File: config.mk
export PLATFORM = sky130hd
export DESIGN_NAME = fetch_unit_flat
export DESIGN_NICKNAME = d
export VERILOG_FILES = /design/src/rtl/fetch_unit_if.sv /design/src/rtl/fetch_unit.sv /design/src/flat_wrapper.sv
export SDC_FILE = /design/constraint.sdc
export NUM_CORES = 1
export LEC_CHECK = 0
export CORE_MARGIN = 2
export CORE_UTILIZATION = 53
export CTS_BUF_LIST = sky130_fd_sc_hd__clkbuf_8
export DETAILED_ROUTE_END_ITERATION = 16
export PLACE_DENSITY_LB_ADDON = 0.12
export SKIP_LAST_GASP = 1
export SYNTH_ARGS = -nofsm -noshare
export SYNTH_HDL_FRONTEND = slang
export SYNTH_SLANG_ARGS = --single-unit
File: constraint.sdc
create_clock -name clk -period 5.24 [get_ports clk]
set_clock_uncertainty 0.05 [all_clocks]
set_input_delay 1.048 -clock clk [delete_from_list [all_inputs] [get_ports clk]]
set_output_delay 1.048 -clock clk [all_outputs]
set_load 0.02 [all_outputs]
File: src/rtl/fetch_unit_if.sv
// Fetch-unit bus bundle: instruction-memory request/response, redirect input
// and the decoder-facing instruction handshake.
interface fetch_unit_if;
  logic        imem_req;
  logic [31:0] imem_addr;
  logic        imem_rvalid;
  logic [31:0] imem_rdata;
  logic        redirect_valid;
  logic [31:0] redirect_pc;
  logic        inst_valid;
  logic [31:0] instruction;
  logic [31:0] inst_pc;
  logic        inst_ready;

  modport master (
    output imem_req, imem_addr, inst_valid, instruction, inst_pc,
    input  imem_rvalid, imem_rdata, redirect_valid, redirect_pc, inst_ready
  );

  modport slave (
    input  imem_req, imem_addr, inst_valid, instruction, inst_pc,
    output imem_rvalid, imem_rdata, redirect_valid, redirect_pc, inst_ready
  );
endinterface

File: src/rtl/fetch_unit.sv
// Instruction fetch: one outstanding memory read, a 2-entry {pc, instruction}
// buffer toward the decoder, and redirect handling that drops in-flight data.
module fetch_unit #(
  parameter logic [31:0] RESET_PC = 32'h0000_0000
) (
  input  logic         clk,
  input  logic         rst,
  fetch_unit_if.master bus
);

  typedef enum logic [1:0] {S_IDLE, S_WAIT, S_WAIT_DISCARD} state_t;

  state_t      r_state;
  logic [31:0] r_fetch_pc;
  logic [31:0] r_req_pc;
  logic [31:0] r_fifo_pc   [2];
  logic [31:0] r_fifo_inst [2];
  logic        r_rd_ptr;
  logic        r_wr_ptr;
  logic [1:0]  r_count;

  logic        w_rsp;
  logic        w_push;
  logic        w_pop;
  logic        w_issue;
  logic [1:0]  w_count_next;
  logic [31:0] w_target;

  assign w_target     = bus.redirect_pc & ~32'h3;
  assign w_rsp        = bus.imem_rvalid && (r_state != S_IDLE);
  assign w_push       = bus.imem_rvalid && (r_state == S_WAIT) && !bus.redirect_valid;
  assign w_pop        = (r_count != 2'd0) && bus.inst_ready && !bus.redirect_valid;
  assign w_count_next = r_count + {1'b0, w_push} - {1'b0, w_pop};

  // A new read may only go out when its response is guaranteed a free slot.
  assign w_issue = !rst && !bus.redirect_valid &&
                   ((r_state == S_IDLE) || ((r_state == S_WAIT) && bus.imem_rvalid)) &&
                   (w_count_next < 2'd2);

  assign bus.imem_req    = w_issue;
  assign bus.imem_addr   = r_fetch_pc;
  assign bus.inst_valid  = (r_count != 2'd0);
  assign bus.instruction = bus.inst_valid ? r_fifo_inst[r_rd_ptr] : 32'h0;
  assign bus.inst_pc     = bus.inst_valid ? r_fifo_pc[r_rd_ptr]   : 32'h0;

  // NOTE: buffer storage is deliberately not reset; the head is masked to zero
  // while empty, so stale contents can never reach the decoder.
  always_ff @(posedge clk) begin
    if (w_push) begin
      r_fifo_pc[r_wr_ptr]   <= r_req_pc;
      r_fifo_inst[r_wr_ptr] <= bus.imem_rdata;
    end
  end

  always_ff @(posedge clk) begin
    if (rst) begin
      r_state    <= S_IDLE;
      r_fetch_pc <= RESET_PC;
      r_req_pc   <= RESET_PC;
      r_rd_ptr   <= 1'b0;
      r_wr_ptr   <= 1'b0;
      r_count    <= 2'd0;
    end else if (bus.redirect_valid) begin
      r_fetch_pc <= w_target;
      r_rd_ptr   <= 1'b0;
      r_wr_ptr   <= 1'b0;
      r_count    <= 2'd0;
      // A response landing with the redirect is dropped and closes the request.
      if (w_rsp) begin
        r_state <= S_IDLE;
      end else if (r_state == S_WAIT) begin
        r_state <= S_WAIT_DISCARD;
      end
    end else begin
      r_count <= w_count_next;
      if (w_push) begin
        r_wr_ptr <= ~r_wr_ptr;
      end
      if (w_pop) begin
        r_rd_ptr <= ~r_rd_ptr;
      end
      if (w_issue) begin
        r_fetch_pc <= r_fetch_pc + 32'd4;
        r_req_pc   <= r_fetch_pc;
        r_state    <= S_WAIT;
      end else if (w_rsp) begin
        r_state <= S_IDLE;
      end
    end
  end

endmodule
File: src/flat_wrapper.sv
// flat-port wrapper written by rule: the top's interface ports become plain ports
module fetch_unit_flat 
#(
  parameter logic [31:0] RESET_PC = 32'h0000_0000
)
  (clk, rst, bus_imem_req, bus_imem_addr, bus_inst_valid, bus_instruction, bus_inst_pc, bus_imem_rvalid, bus_imem_rdata, bus_redirect_valid, bus_redirect_pc, bus_inst_ready);
  fetch_unit_if bus_i ();
  input  logic clk;
  input  logic rst;
  output wire logic [$bits(bus_i.imem_req)-1:0] bus_imem_req;
  output wire logic [$bits(bus_i.imem_addr)-1:0] bus_imem_addr;
  output wire logic [$bits(bus_i.inst_valid)-1:0] bus_inst_valid;
  output wire logic [$bits(bus_i.instruction)-1:0] bus_instruction;
  output wire logic [$bits(bus_i.inst_pc)-1:0] bus_inst_pc;
  input wire logic [$bits(bus_i.imem_rvalid)-1:0] bus_imem_rvalid;
  input wire logic [$bits(bus_i.imem_rdata)-1:0] bus_imem_rdata;
  input wire logic [$bits(bus_i.redirect_valid)-1:0] bus_redirect_valid;
  input wire logic [$bits(bus_i.redirect_pc)-1:0] bus_redirect_pc;
  input wire logic [$bits(bus_i.inst_ready)-1:0] bus_inst_ready;
  assign bus_imem_req = bus_i.imem_req;
  assign bus_imem_addr = bus_i.imem_addr;
  assign bus_inst_valid = bus_i.inst_valid;
  assign bus_instruction = bus_i.instruction;
  assign bus_inst_pc = bus_i.inst_pc;
  assign bus_i.imem_rvalid = bus_imem_rvalid;
  assign bus_i.imem_rdata = bus_imem_rdata;
  assign bus_i.redirect_valid = bus_redirect_valid;
  assign bus_i.redirect_pc = bus_redirect_pc;
  assign bus_i.inst_ready = bus_inst_ready;
  fetch_unit #(.RESET_PC(RESET_PC)) u_core (.clk(clk), .rst(rst), .bus(bus_i));
endmodule
==> run summary, run 1 <==
Outcome = finished clean
Reg power frac = 59.4%
Post-synthesis async set-or-reset flop share = 0%
RR Endpoint = u_core.bus.imem_addr[17]
Max Buffers Root-to-Sink = 2
Vias in the first global route = 5,457
FF-to-FF setup slack = 2120 ps
N_diodes = 0
Critical-path maximum fanout = 9
Placement Setup Slack = 533 ps
DP HPWL = 11,200 um
I/O Buffers = 160
DRT antenna net count = 0
Die H = 125 um
Routability Congestion = 0.835
Critical Path RT = 4140 ps
Worst-path cell chain = clkdlybuf4s50_1 -> nor2_1 -> ha_1 -> inv_1 -> ha_1 -> xnor3_1 -> nand4_1 -> clkinv_1 -> clkdlybuf4s50_1
Post-synthesis compound-gate area fraction = 6.34%
First-pass GRT wire length = 27,100 um
P per Cell Area = 283 nW/um2
Seq. cell area = 5070 um2
Peak VDD IR = 0.167 mV
Post-CTS Resized = 0
Num CTS Buffers = 17
CP arrival = 3630 ps
Fillers = 1,106
Final Cell Area = 9880 um2
Fin crit share = 90.3%
Die area = 15,600 um2
Post-Synthesis Cells = 646
Area of the multi-input gates = 2510 um2
H-tree levels = 4
Comb power frac = 7.9%
Crit Path Category = in -> out
Switching share of power = 23.7%
Synth Area in XOR/XNOR = 2.86%
Worst hold endpoint = u_core.r_fifo_pc[1][13]
Largest family of logic cells by synthesized area = simple AND/OR/NAND/NOR gates
Initial antenna violation count = 0
Warnings, synthesis = 0
Clock sink count = 191
Crit path buf inv count = 4
Cell Area, Placed = 9500 um2
Number of max-cap violations = 0
Clk slew on worst S/H paths = 90 ps
Vias = 5,425
Final Slew Violations = 0
CTS tree = done
Core Util, Final = 68.5%
Worst-skew pair later-pin latency = 460 ps
Distinct cells, synth = 43
Post-layout min period = 4730 ps
Post-synthesis adder-cell area fraction = 0.484%
Post-CTS setup repair buffer count = 0
Initial Util = 53.8%
Prevailing post-synth register cell = edfxtp_1
Clock power share = 32.7%
Core Rows = 44
Worst setup EP type = output pin
Avg Inst Size Synth = 12.0 um2
Rel. slew slack = 24.1%
Hold wc startpoint = u_core.r_req_pc[13]
Post-cts hold buffer count = 0
P_sw = 663 uW
CP top delay family = buffers and inverters
I/O pin total = 167
RSZ-0062 raised after global routing = false
Internal power = 2130 uW
Slowest CP cell = clkdlybuf4s50_1
Worst hold slack = 408 ps
Vias per inst = 5.47
Mux contribution to synthesized area = 8.26%
Crit-path max cell delay = 720 ps
Core region area = 14,400 um2
Detailed Route WL = 17,000 um
Pin count of the biggest net entering global routing = 65
Reg2Reg Launch Point = u_core.r_count[1]
Nets = 867
DR DRC count = 0
Clk root buf = clkbuf_8
Post-synth EDFFs = 124
Synth Area in Simple Gates = 14.0%
Final setup viols = 0
Sequential area share after synthesis = 65.3%
DRT Pass-1 Iters = 5
Hold crit path type = reg -> reg
Leak Pwr = 0.00326 uW
All-Layer GR Usage = 22.0%
Worst-Margin Slew = 1140 ps
Iteration-0 DRC count of the detailed router = 384
Cell Area, Synth = 7750 um2
Worst-case reg-to-reg path depth = 12
Hold Crit Depth = 0
Remaining Overflow, GRT = 0
Setup tns final = 0 ps
Fmax = 211 MHz
Setup ws final = 509 ps
Synthesis-to-layout area growth = 27.4%
#FFs+latches synth = 191
Fin. Hold Viols = 0
Die Wd = 125 um
Fraction of layout cells with a size suffix above 1 = 5.94%
DR WL/cell = 17.2 um
CP startpoint kind = input port
-- power by group through the flow --
stage / clock network (uW) / logic (uW) / registers (uW)
after floorplan: 0 / 91.6 / 1700
after global placement: 0 / 216 / 1690
after detailed placement: 0 / 222 / 1690
after CTS: 932 / 223 / 1660
after global routing: 996 / 237 / 1670
final: 913 / 222 / 1660
-- layer usage --
layer,wire length (um),GRT usage [%],up-vias
met2,8580,37.2,189
met1,7280,27.9,2592
met3,906,4.92,27
met4,278,8.10,0
met5,0,0,-
li1,-,-,2617
-- how the worst max path moves through the flow --
stage                                  start                       end  cells past startpoint
after floorplan           bus_redirect_valid  u_core.r_fifo_inst[0][0]                      4
final                     bus_redirect_valid              bus_imem_req                      9
after global routing      bus_redirect_valid              bus_imem_req                      9
after CTS                 bus_redirect_valid              bus_imem_req                      9
after global placement    bus_redirect_valid              bus_imem_req                      9
after detailed placement  bus_redirect_valid              bus_imem_req                      9
-- cell usage after synthesis, types with 2 or more instances --
library cell	number	area share [%]
edfxtp_1	124	48
nor2_1	84	4.1
nand2_1	81	3.9
dfxtp_1	67	17
mux2i_1	64	8.3
a21oi_1	45	2.9
clkbuf_1	26	1.3
nand4_1	19	1.5
xor2_1	15	1.7
a211oi_1	12	1.2
nand3_1	12	0.77
buf_1	10	0.48
and3_1	9	0.73
and2_1	6	0.48
and4_1	6	0.68
inv_1	6	0.29
o211ai_1	6	0.58
a2bb2oi_1	5	0.56
o22ai_1	5	0.40
xnor2_1	5	0.56
a31oi_1	4	0.32
buf_4	4	0.39
ha_1	3	0.48
nor3b_1	3	0.29
or4_1	3	0.29
nor2b_1	2	0.16
nor3_1	2	0.13
nor4_1	2	0.16
o31a_1	2	0.23
-- kinds of logic (layout without fill, tap and decap cells) --
| group | after synthesis | count (layout) |
|---|---|---|
| adders and majority gates | 3 | 3 |
| DFF | 191 | 191 |
| AOI/OAI and AO/OA | 81 | 81 |
| other | 1 | 4 |
| and+or+nand+nor | 235 | 235 |
| buffers and inverters | 49 | 208 |
| xor gates and xnor gates | 22 | 22 |
| muxes | 64 | 64 |
-- cells in the final DEF, fill, tap and decap left out, types with 4 or more instances in the layout --
| cell type | netlist | layout |
|---|---|---|
| inv_6 | 0 | 5 |
| and4_1 | 6 | 6 |
| clkdlybuf4s50_1 | 0 | 159 |
| and2_1 | 6 | 5 |
| a211oi_1 | 12 | 12 |
| a2bb2oi_1 | 5 | 5 |
| nand3_1 | 12 | 12 |
| nand4_1 | 19 | 19 |
| edfxtp_1 | 124 | 124 |
| nand2_1 | 81 | 81 |
| a21oi_1 | 45 | 45 |
| nor2_1 | 84 | 83 |
| dfxtp_1 | 67 | 66 |
| xnor2_1 | 5 | 5 |
| mux2i_1 | 64 | 64 |
| a31oi_1 | 4 | 4 |
| inv_1 | 6 | 7 |
| xor2_1 | 15 | 15 |
| buf_4 | 4 | 9 |
| and3_1 | 9 | 9 |
| o211ai_1 | 6 | 6 |
| o22ai_1 | 5 | 5 |
| conb_1 | 1 | 4 |
| clkbuf_8 | 0 | 18 |
-- flip-flops by register name, indices dropped and copies added (netlist names), named ones only --
register and count:
u_core.r_rd_ptr 1, u_core.bus.imem_addr 30, u_core.r_count 2, u_core.r_req_pc 30, u_core.r_state 2, u_core.r_fifo_pc 60
u_core.r_wr_ptr 1, u_core.r_fifo_inst 64
-- area by class of cell --
type                    instances  area share (%)
repair buffers                169            16.8
clock buffers                  18            2.51
multi-input cells             409            25.4
inverters                       7           0.266
flip-flops and latches        191            51.3
clock inverters                14            1.33
well taps                     184            2.33
-- per-stage QoR --
stage                     instances  total power (uW)
after floorplan                 649              1790
after global placement          960              1910
after detailed placement        960              1920
after CTS                       992              2820
after global routing            992              2900
final                           992              2800
Power figures use the tool's default switching activity.
==> inputs of run 2 (changes only) <==
--- a/config.mk
+++ b/config.mk
@@ -6,10 +6,12 @@
 export NUM_CORES = 1
 export LEC_CHECK = 0
 export CORE_MARGIN = 2
-export CORE_UTILIZATION = 53
+export CORE_UTILIZATION = 50
 export CTS_BUF_LIST = sky130_fd_sc_hd__clkbuf_8
 export DETAILED_ROUTE_END_ITERATION = 16
+export DONT_BUFFER_PORTS = 1
 export PLACE_DENSITY_LB_ADDON = 0.12
+export SETUP_SLACK_MARGIN = 0.15
 export SKIP_LAST_GASP = 1
 export SYNTH_ARGS = -nofsm -noshare
 export SYNTH_HDL_FRONTEND = slang
==> run 2 against run 1 <==
  * Final cell count decreased by 16%
  * Clock power rose by 13%
  * Flip-flop and latch count unchanged
  * First-iteration DRC count decreased by 3.4%
  * Routed wire length is 4.3% lower
  * Sequential power is essentially flat
  * Critical path depth rose by 1
  * Count of clock-buffer cells in the layout down 1
  * Global-route usage shrank 2.1 points
  * Die area rose by 5.8%
  * Critical path type is now reg -> out
  * Critical endpoint unchanged
  * Highest routed layer unchanged
==> run summary, run 2 (synthesis gave the netlist of run 1 again) <==
Hold crit path type = reg -> reg
Met1 GRT Util = 24.4%
Iteration-0 DRC count of the detailed router = 371
Fin. Hold Viols = 0
First-pass GRT wire length = 24,600 um
Fraction of layout cells with a size suffix above 1 = 6.51%
DP HPWL = 10,400 um
Post-cts hold buffer count = 0
Rel. slew slack = 36.5%
CTS tree = done
RSZ-0062 raised after global routing = false
Biggest regs = u_core.r_fifo_inst x64, u_core.r_fifo_pc x60
Largest reg by FF count = u_core.r_fifo_inst
Vias per inst = 5.68
Cell Area, Placed = 7890 um2
Post-layout min period = 4010 ps
Setup tns final = 0 ps
Crit Path Category = reg -> out
Commonest non-fill, non-tap cell in the layout = edfxtp_1
Met2 Use GR = 32.4%
Number of max-cap violations = 0
Worst-skew pair later-pin latency = 460 ps
DR WL/cell = 19.6 um
Final setup viols = 0
Fmax = 249 MHz
DRT antenna net count = 0
Detailed Route WL = 16,300 um
Die area = 16,500 um2
Outcome = finished clean
All-Layer GR Usage = 19.9%
Fin crit share = 76.6%
Clk slew on worst S/H paths = 90 ps
N_diodes = 0
Max Buffers Root-to-Sink = 2
Die Wd = 129 um
Routability Congestion = 0.792
Synthesis-to-layout area growth = 7.20%
Cell Count, Final, Fillers Out = 833
Pin count of the biggest net entering global routing = 66
CP arrival = 2910 ps
Clk root buf = clkbuf_8
Critical-path maximum fanout = 15
Initial antenna violation count = 0
Core Rows = 45
I/O pin total = 167
DRT Pass-1 Iters = 5
DR DRC count = 0
Num CTS Buffers = 17
P per Cell Area = 338 nW/um2
M3 GR Usage = 7.53%
Max FFs per register = 64
Vias = 4,733
Critical Path RT = 4140 ps
CP startpoint kind = flop
Die H = 129 um
Remaining Overflow, GRT = 0
Leak Pwr = 0.00269 uW
Post-CTS setup repair buffer count = 0
Most frequent cells in the layout = 124 x edfxtp_1, 83 x nor2_1, 81 x nand2_1
Placed insts = 801
FF-to-FF setup slack = 1790 ps
Final Cell Area = 8310 um2
Fillers = 1,287
Vias in the first global route = 4,563
Core region area = 15,200 um2
Worst setup EP type = output pin
Peak VDD IR = 0.138 mV
Nets = 704
I/O Buffers = 0
Final Slew Violations = 0
Post-CTS Resized = 0
H-tree levels = 4
Worst-Margin Slew = 951 ps
Most crowded layer after global routing = met2
Initial Util = 51.0%
Clock sink count = 191
[run 2: cell types whose count changed in the layout (fill, tap and decap cells not counted)]
cell / delta
clkinv_2: -1
buf_2: -1
clkbuf_8: -1
inv_4: +1
inv_8: -1
inv_1: +2
clkinv_4: -1
bufinv_16: +3
clkdlybuf4s50_1: -159
buf_4: -3
inv_6: -2
[run 2: metal layers]
layer / vias up / share of wire (%)
met5: - / 0
met4: 0 / 0.40
met3: 4 / 7.7
met2: 146 / 49
met1: 2293 / 43
li1: 2290 / -
[run 2: stage by stage]
step	total power [uW]	worst slack, ps	hold WS [ps]	util, %
2_1_floorplan	1790	374	375	-
3_3_place_gp	1810	1410	382	51.9
3_5_place_dp	1820	1400	389	51.9
4_1_cts	2830	1180	412	54.7
5_1_grt	2910	1030	416	54.7
6_report	2810	1230	411	54.7
[run 2: where the power goes]
group	leakage (uW)	internal, uW	switching, uW
clock	0.000221	519	514
combinational	0.000700	34.3	62.3
sequential	0.00177	1630	55.9
[run 2: final timing paths]
path / start / to / cells past startpoint
worst max-delay path: u_core.r_count[1] / bus_imem_req / 10
worst max register to register: u_core.r_count[1] / u_core.bus.imem_addr[23] / 14
worst min register to register: u_core.r_req_pc[26] / u_core.r_fifo_pc[1][26] / 0
worst min-delay path: u_core.r_req_pc[26] / u_core.r_fifo_pc[1][26] / 0
[run 2: worst max-delay path, stage by stage, from the launching register on]
cell	delay (ps)
dfxtp_1	460
nor2_4	70
inv_1	190
nand2_1	140
nor2_1	130
ha_1	240
inv_1	60
ha_1	190
xnor3_1	300
nand4_1	150
clkinv_1	550
[run 2: layout make-up]
| cell class | count | area, um2 | area share, % |
|---|---|---|---|
| repair buffers | 6 | 45.0 | 0.542 |
| well taps | 188 | 235 | 2.83 |
| inverters | 7 | 26.3 | 0.316 |
| clock buffers | 17 | 234 | 2.81 |
| multi-input cells | 409 | 2510 | 30.2 |
| flip-flops and latches | 191 | 5070 | 61.0 |
| clock inverters | 15 | 193 | 2.32 |
==> inputs of run 3 (changes only) <==
==> constraint.sdc (replaced) <==
create_clock -name clk -period 3.57 [get_ports clk]
set_clock_uncertainty 0.05 [all_clocks]
set_input_delay 0.714 -clock clk [delete_from_list [all_inputs] [get_ports clk]]
set_output_delay 0.714 -clock clk [all_outputs]
set_load 0.02 [all_outputs]
==> run 3 against run 2 <==
  * Setup slack lost 870 ps
  * Final cell count grew 0.72%
  * Die area is the same
  * Register-to-register slack lost 1200 ps
  * Critical path depth is the same
  * Routed wire length shrank 2.9%
  * Core utilization is essentially flat
  * Combinational power grew 51%
  * First-iteration DRC count shrank 29%
  * Critical path type unchanged
  * Largest power group unchanged
==> run summary, run 3 (synthesis gave the netlist of run 1 again) <==
RSZ-0062 raised after global routing = false
Most frequent cells in the layout = 124 x edfxtp_1, 83 x nor2_1, 81 x nand2_1
Fin crit share = 90.1%
Pin count of the biggest net entering global routing = 66
CP arrival = 2450 ps
Peak VDD IR = 0.218 mV
Placed insts = 807
Cell Area, Placed = 7960 um2
Leak Pwr = 0.00270 uW
I/O Buffers = 0
Core Rows = 45
H-tree levels = 4
DR DRC count = 0
Max Buffers Root-to-Sink = 2
Hold Crit Depth = 1
Detailed Route WL = 15,800 um
P per Cell Area = 467 nW/um2
I/O pin total = 167
Final Slew Violations = 0
RR Endpoint = u_core.bus.imem_addr[21]
DRT Pass-1 Iters = 5
Number of max-cap violations = 0
CP startpoint kind = flop
Initial antenna violation count = 0
DRT antenna net count = 0
Vias in the first global route = 4,567
Rel. slew slack = 46.5%
Final Cell Area = 8310 um2
Die area = 16,500 um2
Final setup viols = 0
Die Wd = 129 um
Max FFs per register = 64
Reg2Reg Launch Point = u_core.r_count[1]
Post-layout min period = 3220 ps
Core region area = 15,200 um2
Worst hold slack = 262 ps
Largest reg by FF count = u_core.r_fifo_inst
Critical-path maximum fanout = 9
Critical Path RT = 2810 ps
Num CTS Buffers = 17
Worst hold endpoint = u_core.bus.imem_addr[4]
Initial Util = 51.0%
Hold crit path type = in -> reg
Routability Congestion = 0.789
Remaining Overflow, GRT = 0
Worst setup EP type = output pin
Fin. Hold Viols = 0
Vias = 4,743
Biggest regs = u_core.r_fifo_inst x64, u_core.r_fifo_pc x60
Fraction of layout cells with a size suffix above 1 = 7.22%
All-Layer GR Usage = 19.4%
Cell Count, Final, Fillers Out = 839
CTS tree = done
Hold wc startpoint = rst
Vias per inst = 5.65
FF-to-FF setup slack = 590 ps
Post-CTS setup repair buffer count = 0
Clock sink count = 191
Setup tns final = 0 ps
Iteration-0 DRC count of the detailed router = 263
Nets = 710
N_diodes = 0
DP HPWL = 10,400 um
Outcome = finished clean
Synthesis-to-layout area growth = 7.12%
Worst-skew pair later-pin latency = 460 ps
First-pass GRT wire length = 24,400 um
Total power = 3880 uW
Worst-Margin Slew = 797 ps
Commonest non-fill, non-tap cell in the layout = edfxtp_1
Worst-case reg-to-reg path depth = 13
Die H = 129 um
Crit Path Category = reg -> out
Clk root buf = clkbuf_8
Clk slew on worst S/H paths = 90 ps
DR WL/cell = 18.9 um
Fmax = 311 MHz
[run 3: report_power, final]
group | internal, uW | leakage (uW) | switching, uW | total [uW]
clock | 558 | 0.000199 | 710 | 1270
combinational | 53.8 | 0.000740 | 91.9 | 146
sequential | 2390 | 0.00177 | 80.7 | 2470
[run 3: area by class of cell]
type | instances | area (um2)
Clock buffer | 18 | 248
Clock inverter | 14 | 103
Timing Repair Buffer | 12 | 115
Sequential cell | 191 | 5070
Multi-Input combinational cell | 409 | 2510
Inverter | 7 | 27.5
Tap cell | 188 | 235
Fill cell | 1303 | 6900
[run 3: worst max-delay path by stage]
stage	startpoint	end
finish	u_core.r_count[1]	bus_imem_req
global route	u_core.r_count[1]	bus_imem_req
CTS	u_core.r_count[1]	bus_imem_req
detailed placement	bus_inst_ready	u_core.bus.imem_addr[7]
global placement	bus_inst_ready	u_core.bus.imem_addr[8]
floorplan	bus_redirect_valid	bus_imem_req
[run 3: what timing repair did]
| action | 4_1_cts | 5_1_grt |
|---|---|---|
| resized for setup | 1 | 0 |
| endpoints found under the hold margin | 0 | 0 |
| hold buffers | 0 | 0 |
| setup endpoints to repair | 1 | 0 |
[run 3: critical path, stage by stage, from the launching register on]
cell and delay [ps]:
dfxtp_1 460, nor2_4 60, inv_1 80, nand2_1 80
nor2_1 120, ha_1 240, inv_1 60, ha_1 170
xnor3_1 300, nand4_1 180, clkinv_2 240
[run 3: per-stage QoR]
stage / setup WS [ps] / utilization [%]
2_1_floorplan: 166 / -
3_3_place_gp: 445 / 52.3
3_5_place_dp: 364 / 52.3
4_1_cts: 311 / 54.6
5_1_grt: 166 / 54.6
6_report: 355 / 54.6
[run 3: layer usage]
layer  global-route usage [%]  up-vias  wire length, um
met5                        0        -                0
met4                     6.97        0              245
met3                     7.69       17             1330
met2                     31.2      144             7460
met1                     24.1     2286             6810
li1                         -     2296                -
